===== src/rtl/demux_eight_seq_if.sv =====
// Bus bundle for the 1-to-8 serial demultiplexer.
// Handshake rule (both directions): a transfer happens on a rising edge where
// valid && ready are both high; valid must not depend on ready, and the
// sender holds its data stable while valid is high and ready is low.
interface demux_eight_seq_if;
  logic       din;
  logic       din_valid;
  logic       din_ready;
  logic       mode;
  logic [2:0] s;
  logic [7:0] result;
  logic       out_valid;
  logic       out_ready;
  logic [2:0] ptr;
  logic       overflow;
  logic       state_dbg;

  modport master (
    output din, din_valid, mode, s, out_ready,
    input  din_ready, result, out_valid, ptr, overflow, state_dbg
  );

  modport slave (
    input  din, din_valid, mode, s, out_ready,
    output din_ready, result, out_valid, ptr, overflow, state_dbg
  );
endinterface


===== src/rtl/demux_eight_seq.sv =====
// Serial-to-parallel demultiplexer: addressed mode writes one lane of the
// result word per accepted bit, auto mode assembles whole words in a shadow
// register and presents them with a FILL/FULL handshake FSM.
module demux_eight_seq #(
  parameter bit LSB_FIRST = 1'b1
) (
  input  logic              clk,
  input  logic              rst,
  demux_eight_seq_if.slave  bus
);

  typedef enum logic {
    ST_FILL = 1'b0,
    ST_FULL = 1'b1
  } state_t;

  state_t     state_q, state_d;
  logic [2:0] ptr_q, ptr_d;
  logic [7:0] shadow_q, shadow_d;
  logic [7:0] result_q, result_d;
  logic       out_valid_q, out_valid_d;
  logic       overflow_q, overflow_d;
  logic       mode_prev_q, mode_prev_d;

  logic       din_ready;
  logic       mode_chg;
  state_t     eff_state;
  logic [2:0] eff_ptr;
  logic [7:0] eff_shadow;
  logic [2:0] lane;
  logic [7:0] shadow_w;
  logic       accept;
  logic       take;
  logic       last_bit;

  // A mode change restarts word assembly in the same cycle, so the bit
  // offered then is handled as if the FSM were already freshly in FILL.
  assign mode_chg   = (bus.mode != mode_prev_q);
  assign eff_state  = mode_chg ? ST_FILL : state_q;
  assign eff_ptr    = mode_chg ? 3'd0 : ptr_q;
  assign eff_shadow = mode_chg ? 8'h00 : shadow_q;
  assign lane       = LSB_FIRST ? eff_ptr : (3'd7 - eff_ptr);
  assign accept     = bus.din_valid && din_ready;
  assign take       = out_valid_q && bus.out_ready;
  assign last_bit   = (eff_ptr == 3'd7);

  // Shadow word with the current bit merged into its auto-mode lane.
  always_comb begin
    shadow_w       = eff_shadow;
    shadow_w[lane] = bus.din;
  end

  // State register plus all datapath flops.
  always_ff @(posedge clk) begin
    if (rst) begin
      state_q     <= ST_FILL;
      ptr_q       <= 3'd0;
      shadow_q    <= 8'h00;
      result_q    <= 8'h00;
      out_valid_q <= 1'b0;
      overflow_q  <= 1'b0;
      mode_prev_q <= bus.mode;
    end else begin
      state_q     <= state_d;
      ptr_q       <= ptr_d;
      shadow_q    <= shadow_d;
      result_q    <= result_d;
      out_valid_q <= out_valid_d;
      overflow_q  <= overflow_d;
      mode_prev_q <= mode_prev_d;
    end
  end

  // Next-state logic of the auto-mode FILL/FULL FSM.
  always_comb begin
    state_d = state_q;
    if (!bus.mode) begin
      state_d = ST_FILL;
    end else begin
      case (eff_state)
        ST_FILL: state_d = (accept && last_bit) ? ST_FULL : ST_FILL;
        ST_FULL: begin
          if (accept && last_bit) state_d = ST_FULL;
          else if (take)          state_d = ST_FILL;
          else                    state_d = ST_FULL;
        end
        default: state_d = ST_FILL;
      endcase
    end
  end

  // Input-side ready: only stalls when a finished word would complete on top
  // of a word the consumer is not taking this cycle.
  always_comb begin
    din_ready = 1'b1;
    if (bus.mode && (eff_state == ST_FULL) && last_bit && !bus.out_ready) begin
      din_ready = 1'b0;
    end
  end

  // Datapath next values: lane writes, pointer, word hand-off, overflow.
  always_comb begin
    ptr_d       = eff_ptr;
    shadow_d    = eff_shadow;
    result_d    = result_q;
    out_valid_d = out_valid_q;
    overflow_d  = overflow_q;
    mode_prev_d = bus.mode;
    if (take) begin
      out_valid_d = 1'b0;
    end
    if (!bus.mode) begin
      if (accept) begin
        result_d[bus.s] = bus.din;
        out_valid_d     = 1'b1;
        if (out_valid_q && !bus.out_ready) begin
          overflow_d = 1'b1;
        end
      end
    end else if (accept) begin
      ptr_d    = eff_ptr + 3'd1;
      shadow_d = shadow_w;
      if (last_bit) begin
        result_d    = shadow_w;
        out_valid_d = 1'b1;
        shadow_d    = 8'h00;
      end
    end
  end

  assign bus.din_ready = din_ready;
  assign bus.result    = result_q;
  assign bus.out_valid = out_valid_q;
  assign bus.ptr       = ptr_q;
  assign bus.overflow  = overflow_q;
  assign bus.state_dbg = state_q;

endmodule


===== src/flat_wrapper.sv =====
// flat-port wrapper written by rule: the top's interface ports become plain ports
module demux_eight_seq_flat 
#(
  parameter bit LSB_FIRST = 1'b1
)
  (clk, rst, bus_din, bus_din_valid, bus_mode, bus_s, bus_out_ready, bus_din_ready, bus_result, bus_out_valid, bus_ptr, bus_overflow, bus_state_dbg);
  demux_eight_seq_if bus_i ();
  input  logic clk;
  input  logic rst;
  input wire logic [$bits(bus_i.din)-1:0] bus_din;
  input wire logic [$bits(bus_i.din_valid)-1:0] bus_din_valid;
  input wire logic [$bits(bus_i.mode)-1:0] bus_mode;
  input wire logic [$bits(bus_i.s)-1:0] bus_s;
  input wire logic [$bits(bus_i.out_ready)-1:0] bus_out_ready;
  output wire logic [$bits(bus_i.din_ready)-1:0] bus_din_ready;
  output wire logic [$bits(bus_i.result)-1:0] bus_result;
  output wire logic [$bits(bus_i.out_valid)-1:0] bus_out_valid;
  output wire logic [$bits(bus_i.ptr)-1:0] bus_ptr;
  output wire logic [$bits(bus_i.overflow)-1:0] bus_overflow;
  output wire logic [$bits(bus_i.state_dbg)-1:0] bus_state_dbg;
  assign bus_i.din = bus_din;
  assign bus_i.din_valid = bus_din_valid;
  assign bus_i.mode = bus_mode;
  assign bus_i.s = bus_s;
  assign bus_i.out_ready = bus_out_ready;
  assign bus_din_ready = bus_i.din_ready;
  assign bus_result = bus_i.result;
  assign bus_out_valid = bus_i.out_valid;
  assign bus_ptr = bus_i.ptr;
  assign bus_overflow = bus_i.overflow;
  assign bus_state_dbg = bus_i.state_dbg;
  demux_eight_seq #(.LSB_FIRST(LSB_FIRST)) u_core (.clk(clk), .rst(rst), .bus(bus_i));
endmodule

===== config.mk =====
export PLATFORM = sky130hd
export DESIGN_NAME = demux_eight_seq_flat
export DESIGN_NICKNAME = d
export VERILOG_FILES = /design/src/rtl/demux_eight_seq_if.sv /design/src/rtl/demux_eight_seq.sv /design/src/flat_wrapper.sv
export SDC_FILE = /design/constraint.sdc
export NUM_CORES = 1
export LEC_CHECK = 0
export ABC_AREA = 0
export CORE_UTILIZATION = 55
export CTS_CLUSTER_DIAMETER = 120
export DETAILED_ROUTE_END_ITERATION = 12
export PLACE_DENSITY = 0.93
export SLEW_MARGIN = 20
export SYNTH_ARGS = -nofsm -noshare
export SYNTH_HDL_FRONTEND = slang
export SYNTH_SLANG_ARGS = --single-unit

===== constraint.sdc =====
create_clock -name clk -period 4.9 [get_ports clk]
set_input_delay 1.47 -clock clk [delete_from_list [all_inputs] [get_ports clk]]
set_output_delay 1.47 -clock clk [all_outputs]
set_load 0.05 [all_outputs]

==> impl_metrics.py <==
metrics = {
    "power_and_ir_drop": {
        "power_frac_seq_pct": 54.9,
        "ir_worst_vdd_v": 0.000192,
        "p_comb_share_pct": 20.9,
        "p_sw_share_pct": 30.3,
        "power.switching_w": 0.000110,
        "clkPwrFrac_pct": 24.3,
        "leakage_nw": 0.594,
        "power_density_nw_per_um2": 238,
        "p_int_w": 0.000252,
    },
    "synthesis": {
        "ys.flop_type": "dfxtp_1",
        "ys_types": 41,
        "seq_area_frac_synth_pct": 36.3,
        "synthCells": 144,
        "ys_top_cells_by_area": "dfxtp_1 (36%), mux2i_1 (7.1%), a21oi_1 (6.7%)",
        "synth-edff-count": 0,
        "netlist_area_sq_um": 1270,
        "ys_warn_count": 0,
        "synth.most_common_cell": "dfxtp_1",
        "ys_seq_elements": 23,
        "synth_common_cells": "dfxtp_1 (23), a21oi_1 (17), inv_1 (12)",
        "ys_async_sr_fraction_pct": 0,
        "synth_top_area_cell": "dfxtp_1",
        "syn_nets": 155,
        "syn_avg_cell_area_sq_um": 8.80,
        "synth.top_cell.area_share_pct": 36.3,
    },
    "floorplan": {
        "core_area_sq_um": 2190,
        "die_h_um": 50.0,
        "boundaryPins": 24,
        "die_area_sq_um": 2500,
        "die_w_um": 50.0,
        "initial_utilization_pct": 57.9,
        "core.rowCount": 17,
    },
    "route": {
        "drtIter0Drc": 35,
        "dr_wl_met3_um": 195,
        "num_vias": 1163,
        "drt_pass1_iterations": 4,
        "wl_per_cell_um": 14.2,
        "wl_met2_mm": 1.31,
        "ant_nets": 0,
        "drc_errors": 0,
        "highest_layer": "met4",
        "via_per_inst": 5.99,
        "drt-total-wl_mm": 2.76,
        "wl_met1_mm": 1.22,
    },
    "sta": {
        "period_minus_slack_ns": 4.53,
        "tightest_slew_ns": 0.616,
        "hold_viol_final": 0,
        "finalSetupTns_ns": 0,
        "fin_crit_sh_pct": 92.4,
        "fmax_mhz": 221,
        "clock_skew_ns": 0.00850,
        "final_max_slew_viol_count": 0,
        "setup-violations-final": 0,
        "rsz0062_at_grt": "false",
        "fin_ws_ns": 0.372,
        "slew_headroom_pct": 58.8,
    },
    "finish": {
        "area_growth_pct": 19.9,
        "diodes": 0,
        "utilization_pct": 69.4,
        "nNetsFinal": 178,
        "drive_gt1_share_pct": 6.63,
    },
    "critical_path": {
        "max_stage_delay_ns": 0.44,
        "required_ns": 3.43,
        "crit_top_cell": "ha_1",
        "worstPathCellList": "clkdlybuf4s50_1 -> xnor2_1 -> and2_1 -> ha_1 -> ha_1 -> nand2_1 -> buf_12",
        "crit_type": "input port to output pin",
        "start_kind": "input port",
        "worst_ep_arrival_time_ns": 3.06,
        "cp_slowest_cell": "clkdlybuf4s50_1",
        "critPathCaptureType": "output pin",
        "crit_fanout": 6,
    },
    "global_route": {
        "grt_pass1_vias": 1142,
        "antenna_found_initial": 0,
        "gr-total-overflow": 0,
        "grt_pass1_wl_mm": 4.77,
        "grt_util_all_layers_pct": 24.6,
        "grt_max_degree": 21,
    },
    "clock_network": {
        "ctsResizeCount": 0,
        "clk_latency_ns": 0.31,
        "path_clk_slew_ns": 0.12,
        "cts.sinks": 23,
        "cts_hold_buf": 0,
        "clockBufferDepth": 2,
        "cts_max_level": 1,
        "cts_tree": "done",
        "root_buffer": "clkbuf_4",
        "post-cts-setup-buffers": 0,
        "cts_buffers": 3,
    },
    "place": {
        "gp_congestion": 0.837,
        "dpl_worst_slack_ns": 0.391,
        "dp_hpwl_mm": 1.98,
        "port_buffers": 23,
    },
    "run": {
        "drv_cap": 0,
    },
    "min_path": {
        "hold_path_class": "flop to flop",
    },
    "run_status": {
        "status": "completed",
    },
}
-- layer usage --
layer  track usage (%)  vias up
met4              11.4        0
met1              30.3      524
met2              40.9       51
li1                  -      584
met3              4.32        4
met5                 0        -
-- layout by cell type (no fill, tap or decap), types with 2 or more instances in the layout --
cell type and n:
mux2i_1 9, nor3_1 2, o22ai_1 7, xor2_1 2, nand2_1 5, nor2_1 7
a21oi_1 17, nand4bb_1 2, o31ai_1 2, clkdlybuf4s50_1 22, nand4b_1 2, a21o_1 2
o21ai_0 5, nand3_1 3, and2_1 2, a211oi_1 6, clkbuf_4 3, or3b_1 2
inv_1 12, dfxtp_1 23, a31oi_1 7, ha_1 2, nand3b_1 3
-- power groups by stage --
stage          combinational, W  clock (W)  sequential (W)
5_1_grt               0.0000819  0.0000961        0.000200
4_1_cts               0.0000754  0.0000898        0.000199
3_5_place_dp          0.0000748          0        0.000203
6_report              0.0000755  0.0000879        0.000199
3_3_place_gp          0.0000733          0        0.000202
2_1_floorplan         0.0000376          0        0.000218
-- critical path, delay by kind of cell --
| kind | cells | cell delay, ns |
|---|---|---|
| fa+ha+maj | 2 | 0.41 |
| xor+xnor | 1 | 0.24 |
| simple gates | 2 | 0.33 |
| buf+inv | 2 | 0.60 |
-- metrics by stage --
stage	instance area [sq um]	instances	hold WS, ns	power, W
final	1520	194	0.464	0.000362
after global routing	1520	194	0.495	0.000378
after detailed placement	1490	190	0.444	0.000278
after CTS	1520	194	0.464	0.000364
after global placement	1490	190	0.436	0.000276
after floorplan	1270	144	0.424	0.000255
-- path summary, 6_finish.rpt --
path                      startpoint                 end  slack [ns]  cells past startpoint
setup / recovery            bus_mode       bus_din_ready        0.37                      7
hold / removal    u_core.shadow_q[4]  u_core.shadow_q[4]        0.46                      2
setup reg to reg  u_core.mode_prev_q  u_core.shadow_q[2]        2.15                      8
hold reg to reg   u_core.shadow_q[4]  u_core.shadow_q[4]        0.46                      2
-- registers in the layout, summed over array words and instances, names as in the netlist --
name,flops
u_core.bus.out_valid,1
u_core.bus.overflow,1
u_core.bus.ptr,3
u_core.bus.result,8
u_core.bus.state_dbg,1
u_core.mode_prev_q,1
u_core.shadow_q,8
-- cell families (layout without fill, tap and decap cells) --
logic type | after synthesis | in the layout | synth area share, %
AO/OA/AOI/OAI | 51 | 51 | 26.0
XOR/XNOR | 3 | 3 | 2.07
adder cells (fa/ha/maj) | 2 | 2 | 1.97
buffers and inverters | 18 | 40 | 8.09
flip-flops | 23 | 23 | 36.3
multiplexers | 9 | 9 | 7.11
AND/OR/NAND/NOR | 38 | 38 | 18.5
-- layout make-up --
type                    count  area, sq um
multi-input cells         103          704
inverters                  12         45.0
clock inverters             1         5.00
repair buffers             24          248
clock buffers               3         22.5
well taps                  28         35.0
flip-flops and latches     23          460
fillers                   172          671
(Power assumes the default switching activity.)
